## src/rtl/walk_unit.sv

```systemverilog
// Two-level translation table walker.
// Accepts a walk request (VA, ASID, table base), fetches the first-level
// descriptor and, for coarse-table entries, the second-level descriptor, then
// either writes a TLB entry or reports a translation fault.
// Ports:
//   i_clk, i_rst            clock, synchronous active-high reset
//   i_walk_req/va/asid      walk request; o_walk_ready high when idle
//   o_walk_done/o_fault     completion pulse, fault flag, o_fault_level (0=L1, 1=L2)
//   i_ttb, i_abort          table base (bits [31:14]), cancel current walk
//   o_mem_req/addr          descriptor fetch, held until i_mem_ack; i_mem_rdata
//   o_tlb_*                 TLB fill fields, qualified by o_tlb_write
module walk_unit (
    input  logic        i_clk,
    input  logic        i_rst,
    input  logic        i_walk_req,
    input  logic [31:0] i_walk_va,
    input  logic [7:0]  i_walk_asid,
    output logic        o_walk_ready,
    output logic        o_walk_done,
    output logic        o_fault,
    output logic        o_fault_level,
    input  logic [31:0] i_ttb,
    input  logic        i_abort,
    output logic        o_mem_req,
    output logic [31:0] o_mem_addr,
    input  logic        i_mem_ack,
    input  logic [31:0] i_mem_rdata,
    output logic        o_tlb_write,
    output logic [31:0] o_tlb_va,
    output logic [1:0]  o_tlb_type,
    output logic [19:0] o_tlb_pa,
    output logic [3:0]  o_tlb_domin,
    output logic [7:0]  o_tlb_asid,
    output logic [7:0]  o_tlb_ap,
    output logic        o_tlb_apx
);

    typedef enum logic [2:0] {StIdle, StL1, StL2, StWrite, StFault, StDrain} state_t;

    state_t      state;
    logic [31:0] walk_va;
    logic [7:0]  walk_asid;
    logic [21:0] l2_base;
    logic [3:0]  l2_domain;
    logic        abort_flag;
    // Set when reset lands on an outstanding fetch: a late ack may still arrive.
    logic        drain_flag;

    logic unused_bits;
    assign unused_bits = ^{i_ttb[13:0], i_mem_rdata[3:2]};

    // While reset is held the unit reports ready; after release a pending drain
    // holds off new requests until the stray ack window has passed.
    assign o_walk_ready = (state == StIdle) && (i_rst || !drain_flag);
    assign o_tlb_write  = (state == StWrite) && !i_abort;
    assign o_walk_done  = ((state == StWrite) || (state == StFault)) && !i_abort;
    assign o_fault      = (state == StFault) && !i_abort;

    always_ff @(posedge i_clk) begin
        if (i_rst) begin
            state         <= StIdle;
            drain_flag    <= drain_flag | o_mem_req;
            walk_va       <= '0;
            walk_asid     <= '0;
            l2_base       <= '0;
            l2_domain     <= '0;
            abort_flag    <= 1'b0;
            o_mem_req     <= 1'b0;
            o_mem_addr    <= '0;
            o_fault_level <= 1'b0;
            o_tlb_va      <= '0;
            o_tlb_type    <= '0;
            o_tlb_pa      <= '0;
            o_tlb_domin   <= '0;
            o_tlb_asid    <= '0;
            o_tlb_ap      <= '0;
            o_tlb_apx     <= 1'b0;
        end else begin
            unique case (state)
                StIdle: begin
                    if (drain_flag) begin
                        state      <= StDrain;
                        drain_flag <= 1'b0;
                    end else if (i_walk_req) begin
                        state      <= StL1;
                        walk_va    <= i_walk_va;
                        walk_asid  <= i_walk_asid;
                        abort_flag <= 1'b0;
                        o_mem_req  <= 1'b1;
                        o_mem_addr <= {i_ttb[31:14], i_walk_va[31:20], 2'b00};
                    end
                end
                StL1: begin
                    if (i_abort) abort_flag <= 1'b1;
                    if (i_mem_ack) begin
                        if (abort_flag || i_abort) begin
                            state     <= StIdle;
                            o_mem_req <= 1'b0;
                        end else begin
                            unique case (i_mem_rdata[1:0])
                                2'b01: begin
                                    state      <= StL2;
                                    l2_base    <= i_mem_rdata[31:10];
                                    l2_domain  <= i_mem_rdata[8:5];
                                    o_mem_addr <= {i_mem_rdata[31:10], walk_va[19:12], 2'b00};
                                end
                                2'b10: begin
                                    state       <= StWrite;
                                    o_mem_req   <= 1'b0;
                                    o_tlb_va    <= walk_va;
                                    o_tlb_asid  <= walk_asid;
                                    o_tlb_ap    <= {i_mem_rdata[11:10], 6'h00};
                                    o_tlb_apx   <= i_mem_rdata[15];
                                    // Bit 18 selects a 16MB supersection over a 1MB section.
                                    if (i_mem_rdata[18]) begin
                                        o_tlb_type  <= 2'd0;
                                        o_tlb_pa    <= {i_mem_rdata[31:24], 12'h000};
                                        o_tlb_domin <= 4'h0;
                                    end else begin
                                        o_tlb_type  <= 2'd1;
                                        o_tlb_pa    <= {i_mem_rdata[31:20], 8'h00};
                                        o_tlb_domin <= i_mem_rdata[8:5];
                                    end
                                end
                                default: begin
                                    state         <= StFault;
                                    o_mem_req     <= 1'b0;
                                    o_fault_level <= 1'b0;
                                end
                            endcase
                        end
                    end
                end
                StL2: begin
                    if (i_abort) abort_flag <= 1'b1;
                    if (i_mem_ack) begin
                        o_mem_req <= 1'b0;
                        if (abort_flag || i_abort) begin
                            state <= StIdle;
                        end else if (i_mem_rdata[1:0] == 2'b00) begin
                            state         <= StFault;
                            o_fault_level <= 1'b1;
                        end else begin
                            state       <= StWrite;
                            o_tlb_va    <= walk_va;
                            o_tlb_asid  <= walk_asid;
                            o_tlb_domin <= l2_domain;
                            o_tlb_ap    <= i_mem_rdata[11:4];
                            o_tlb_apx   <= 1'b0;
                            if (i_mem_rdata[1:0] == 2'b01) begin
                                o_tlb_type <= 2'd2;
                                o_tlb_pa   <= {i_mem_rdata[31:16], 4'h0};
                            end else begin
                                o_tlb_type <= 2'd3;
                                o_tlb_pa   <= i_mem_rdata[31:12];
                            end
                        end
                    end
                end
                StWrite, StFault, StDrain: state <= StIdle;
                default: state <= StIdle;
            endcase
        end
    end

endmodule

```

## config.mk

```make
export PLATFORM = sky130hd
export DESIGN_NAME = walk_unit
export DESIGN_NICKNAME = d
export VERILOG_FILES = /design/src/rtl/walk_unit.sv
export SDC_FILE = /design/constraint.sdc
export NUM_CORES = 1
export LEC_CHECK = 0
export ABC_AREA = 1
export CAP_MARGIN = 20
export CORE_ASPECT_RATIO = 1.5
export CORE_MARGIN = 2
export CORE_UTILIZATION = 46
export CTS_CLUSTER_SIZE = 25
export DETAILED_ROUTE_END_ITERATION = 8
export PLACE_DENSITY = 0.8
export SYNTH_ARGS = -nofsm -noshare
export SYNTH_HDL_FRONTEND = slang
export SYNTH_SLANG_ARGS = --single-unit
```

## constraint.sdc

```tcl
create_clock -name i_clk -period 1.9 [get_ports i_clk]
set_input_delay 0.38 -clock i_clk [delete_from_list [all_inputs] [get_ports i_clk]]
set_output_delay 0.38 -clock i_clk [all_outputs]
set_load 0.005 [all_outputs]
```

Word-level counts from Yosys, hierarchy flattened --
Index checks and enable logic that the tools add are counted.
Operators by class: bitwise logic cells 3, multiplexer cells 89, reduce and logical (&&, ||, !) cells 26, eq/ne operators 20
Operators by type and width (number):
- 32-bit 2-to-1 mux | 11
- 32-bit case mux with 2 select lines | 2
- 20-bit 2-to-1 mux | 6
- 8-bit 2-to-1 mux | 12
- 20-bit case mux with 2 select lines | 1
- 4-bit 2-to-1 mux | 8
- 8-bit case mux with 2 select lines | 2
- 1-bit 2-to-1 mux | 25
- 2-bit != test, second input constant | 11
- 3-bit 2-to-1 mux | 7
- 7-bit AND reduction | 2
- 12-bit 2-to-1 mux | 1
- 2-bit 2-to-1 mux | 6
- 6-bit AND reduction | 2
- 3-bit case mux with 3 select lines | 1
- 4-bit case mux with 2 select lines | 1
- 4-bit AND reduction | 2
- 2-bit nonzero test | 4
- 3-bit by 2-bit equality test with 1-bit output, second input constant | 2
- 3-bit != test, second input constant | 2
- 1-bit case mux with 2 select lines | 3
- 3-bit case mux with 2 select lines | 1
- 3-bit AND reduction | 2
- 1-bit logical AND | 4
- 15 further kinds | 20
Word-level totals: input port bits 109, word-level logic and storage cells 154, register bits 158

Logic depth before layout (Yosys ltp) --
depth in word-level cells 6, gate-level depth with buffers 11, mapped depth without buffers 9

Worst setup path after synthesis --
Ideal clock, no wire load.
kind input port to output port, start in i_rst, end out o_walk_ready, stages 5, buffers on the path 3, arrival time 1.338 ns, slack 0.182 ns, cells stage by stage clkbuf_1 -> inv_1 -> clkbuf_1 -> clkbuf_1 -> a21oi_1
On the way: cells in the longest elaborated chain, start to end 2
Ends and longest elaborated chain:
- start: declaration | RTL line 14 | input logic i_rst,
- 1-bit logical OR | RTL line 54 | assign o_walk_ready = (state == StIdle) && (i_rst || !drain_flag);
- 1-bit logical AND | RTL line 54
- end: declaration | RTL line 18 | output logic o_walk_ready,
Every way passes these cells.

Worst setup path after layout --
start reg state[0], end out o_fault
On the way: cells in the longest elaborated chain, start to end 2
Ends and longest elaborated chain:
- start: declaration | RTL line 40 | state_t state;
- start signal: assignment | RTL line 61 | state <= StIdle;
- start signal: assignment | RTL line 82 | state <= StDrain;
- start signal: assignment | RTL line 85 | state <= StL1;
- 3-bit equality test | RTL line 57 | assign o_fault = (state == StFault) && !i_abort;
- 1-bit logical AND | RTL line 57
- end: declaration | RTL line 20 | output logic o_fault,
Every way passes these cells.

==> results.py <==
metrics = {
    "status": {
        "status": "completed",
    },
    "yosys": {
        "ys_types": 27,
        "synth_area_per_cell_um2": 6.94,
        "synth-seq-area-share_pct": 47.7,
        "synth_area_leaders": "dfxtp_1 47%, nor2_1 12%, nand2_1 11%",
        "ys_seq_elements": 156,
        "yosys.area.top_type_share_pct": 47.3,
        "yosysTopAreaCell": "dfxtp_1",
        "yosys_warnings": 0,
        "netlist_area_mm2": 0.00657,
        "netlist_instances": 946,
    },
    "worst_setup_path": {
        "cp.required_ps": 1520,
        "cp_max_fo": 5,
        "path_class": "flip-flop to output port",
        "worstPathArrival_ps": 1480,
        "cp-start-kind": "flip-flop",
        "cp_top_family": "buffers and inverters",
        "endpoint_kind": "output port",
        "slowest_delay_ps": 370,
        "path_cells": "buf_4 -> nor4_4 -> dlygate4sd2_1",
        "cp_num_buf_inv": 2,
        "crit_path_top_delay_cell": "dfxtp_4",
    },
    "timing": {
        "fin_skew_ps": 12.7,
        "finalMaxSlewViolations": 0,
        "setup_viol": 0,
        "final-hold-violation-count": 0,
        "max_freq_mhz": 537,
        "worst_pin_slew_ps": 660,
        "hold_ws_ps": 451,
        "slew_headroom_pct": 56.0,
        "rsz0062_at_grt": "false",
        "layout_min_cycle_time_ps": 1860,
        "fin_ws_ps": 38.7,
        "period_share_pct": 98.0,
    },
    "hold_path": {
        "hold_class": "flip-flop to flip-flop",
    },
    "power": {
        "p_leak_nw": 4.22,
        "p_clk_share_pct": 26.6,
        "vdd_ir_drop_max_mv": 0.717,
        "power_density_mw_per_mm2": 1360,
        "internal_power_mw": 8.30,
        "combPwrFrac_pct": 39.3,
        "sw_frac_of_total_pct": 36.5,
        "p_sw_mw": 4.78,
        "pwr-share-seq_pct": 34.1,
    },
    "placed_design": {
        "pre_cts_slack_ps": -284,
        "dp_hpwl_um": 13400,
        "io_buffers": 203,
        "placed_cells": 1321,
        "gp_congestion": 0.975,
    },
    "cells_and_area": {
        "fin_cells": 1354,
        "final_cell_mix": "216 x nor2_1, 198 x clkdlybuf4s50_1, 193 x nand2_1",
        "final_common_cell": "nor2_1",
        "num-fill-cells": 1162,
        "diodes": 0,
        "drive_gt1_share_pct": 8.52,
        "final_net_count": 1263,
        "area_delta_synth_final_pct": 46.2,
    },
    "die": {
        "dieHeight_um": 150,
        "ios": 222,
        "rows": 53,
        "die-area_mm2": 0.0153,
        "start_util_pct": 46.9,
        "die_w_um": 102,
        "core_area_mm2": 0.0140,
    },
    "clocking": {
        "cts_tree": "yes",
        "hold_buffers": 0,
        "cts_buffer_depth": 2,
        "cts_buffers": 17,
        "h-tree-depth": 4,
        "cts.sinks": 156,
        "clk-insertion-delay-late_ps": 420,
        "cts.reportedPaths.clkPinSlew_ps": 70,
        "root_buffer": "clkbuf_16",
    },
    "grt": {
        "grt_pass1_wl_um": 30600,
        "grt.total_usage_pct": 25.2,
        "grt_max_degree": 80,
        "grt_antenna_before_repair": 0,
        "grt_pass1_vias": 6339,
        "overflow": 0,
    },
    "route": {
        "wl_um": 19500,
        "drc": 0,
        "ant_nets": 0,
        "wl_per_cell_um": 14.4,
        "vias": 6702,
        "dr.pass1.iters": 4,
        "drt_iter0_drc": 250,
        "vias_per_cell": 4.95,
    },
    "job": {
        "max_cap_viol_count": 0,
    },
}
==> cells by family (layout without fill, tap and decap cells) <==
| kind of cell | count (synthesis) | count (layout) | share of synthesized area (%) |
|---|---|---|---|
| fa+ha+maj | 5 | 5 | 0.953 |
| simple gates | 487 | 487 | 30.0 |
| buf+inv | 133 | 348 | 8.73 |
| other cells | 1 | 2 | 0.0571 |
| compound gates | 164 | 164 | 12.6 |
| flops | 156 | 156 | 47.7 |
==> registers in the layout (all words and copies together) (netlist names) <==
| signal | flops |
|---|---|
| abort_flag | 1 |
| drain_flag | 1 |
| l2_domain | 4 |
| o_fault_level | 1 |
| o_mem_addr | 30 |
| o_mem_req | 1 |
| o_tlb_ap | 8 |
| o_tlb_apx | 1 |
| o_tlb_asid | 8 |
| o_tlb_domin | 4 |
| o_tlb_pa | 20 |
| o_tlb_type | 2 |
| o_tlb_va | 32 |
| state | 3 |
| walk_asid | 8 |
| walk_va | 32 |
==> worst reg2reg max path: stages (launching register included) <==
cell	delay [ps]
dfxtp_4	360
buf_4	140
nor2_2	150
nand2_2	100
nand2_2	130
nand2_4	80
nor2_4	200
buf_12	210
o21ai_0	140
nor2_1	140
==> Yosys cell counts <==
cell	n
nor2_1	217
nand2_1	193
dfxtp_1	155
o21ai_0	99
inv_1	64
nor3_1	52
clkbuf_1	35
a21oi_1	33
o21ai_1	30
buf_2	17
nand3_1	8
buf_4	6
ha_1	5
inv_2	5
buf_6	4
nand4_1	4
nand2_2	3
nor2_2	3
buf_1	2
nor4_1	2
o211ai_1	2
or2_2	2
conb_1	1
edfxtp_1	1
nand2_4	1
nand3_4	1
nor2_4	1
==> path summary, 6_finish.rpt <==
| kind | start | to | slack, ps | cells after the start |
|---|---|---|---|---|
| max | state[0] | o_fault | 40 | 3 |
| min | l2_domain[2] | l2_domain[2] | 450 | 2 |
| max reg2reg | state[2] | o_tlb_va[19] | 170 | 9 |
| min reg2reg | l2_domain[2] | l2_domain[2] | 450 | 2 |
==> power groups by stage <==
stage	Clock (mW)	Sequential [mW]	Combinational, mW
2_1_floorplan	0	4.48	2.80
3_3_place_gp	0	4.48	5.01
3_5_place_dp	0	4.50	5.09
4_1_cts	3.52	4.46	5.14
5_1_grt	3.67	4.53	5.72
6_report	3.48	4.45	5.14
==> layer usage <==
layer	share of wire, %	wire (um)	GRT usage (%)
met1	41	7970	29.7
met2	51	10000	44.3
met3	4.9	947	4.64
met4	2.8	537	10.3
met5	0	0	0
==> final cells by class <==
type / count / area [um2] / area share (%)
Clock inverter: 14 / 170 / 1.77
Inverter: 69 / 260 / 2.71
Clock buffer: 18 / 429 / 4.47
Multi-Input combinational cell: 658 / 2900 / 30.2
Tap cell: 192 / 240 / 2.50
Timing Repair Buffer: 247 / 2450 / 25.6
Sequential cell: 156 / 3140 / 32.8
==> through the flow <==
stage	setup TNS [ps]	utilization (%)	instance area, um2	power (mW)
floorplan	0	-	6570	7.28
global placement	-19290	64.0	8960	9.49
detailed placement	-21660	64.0	8960	9.59
CTS	0	68.6	9600	13.1
global route	0	68.6	9600	13.9
finish	0	68.6	9600	13.1
==> repair_timing <==
action,CTS,global route
buffers inserted,1,1
resized for setup,16,3
setup endpoints to repair,4,2
pin swaps,2,2
Note: power is estimated with default switching activity, not from simulation.
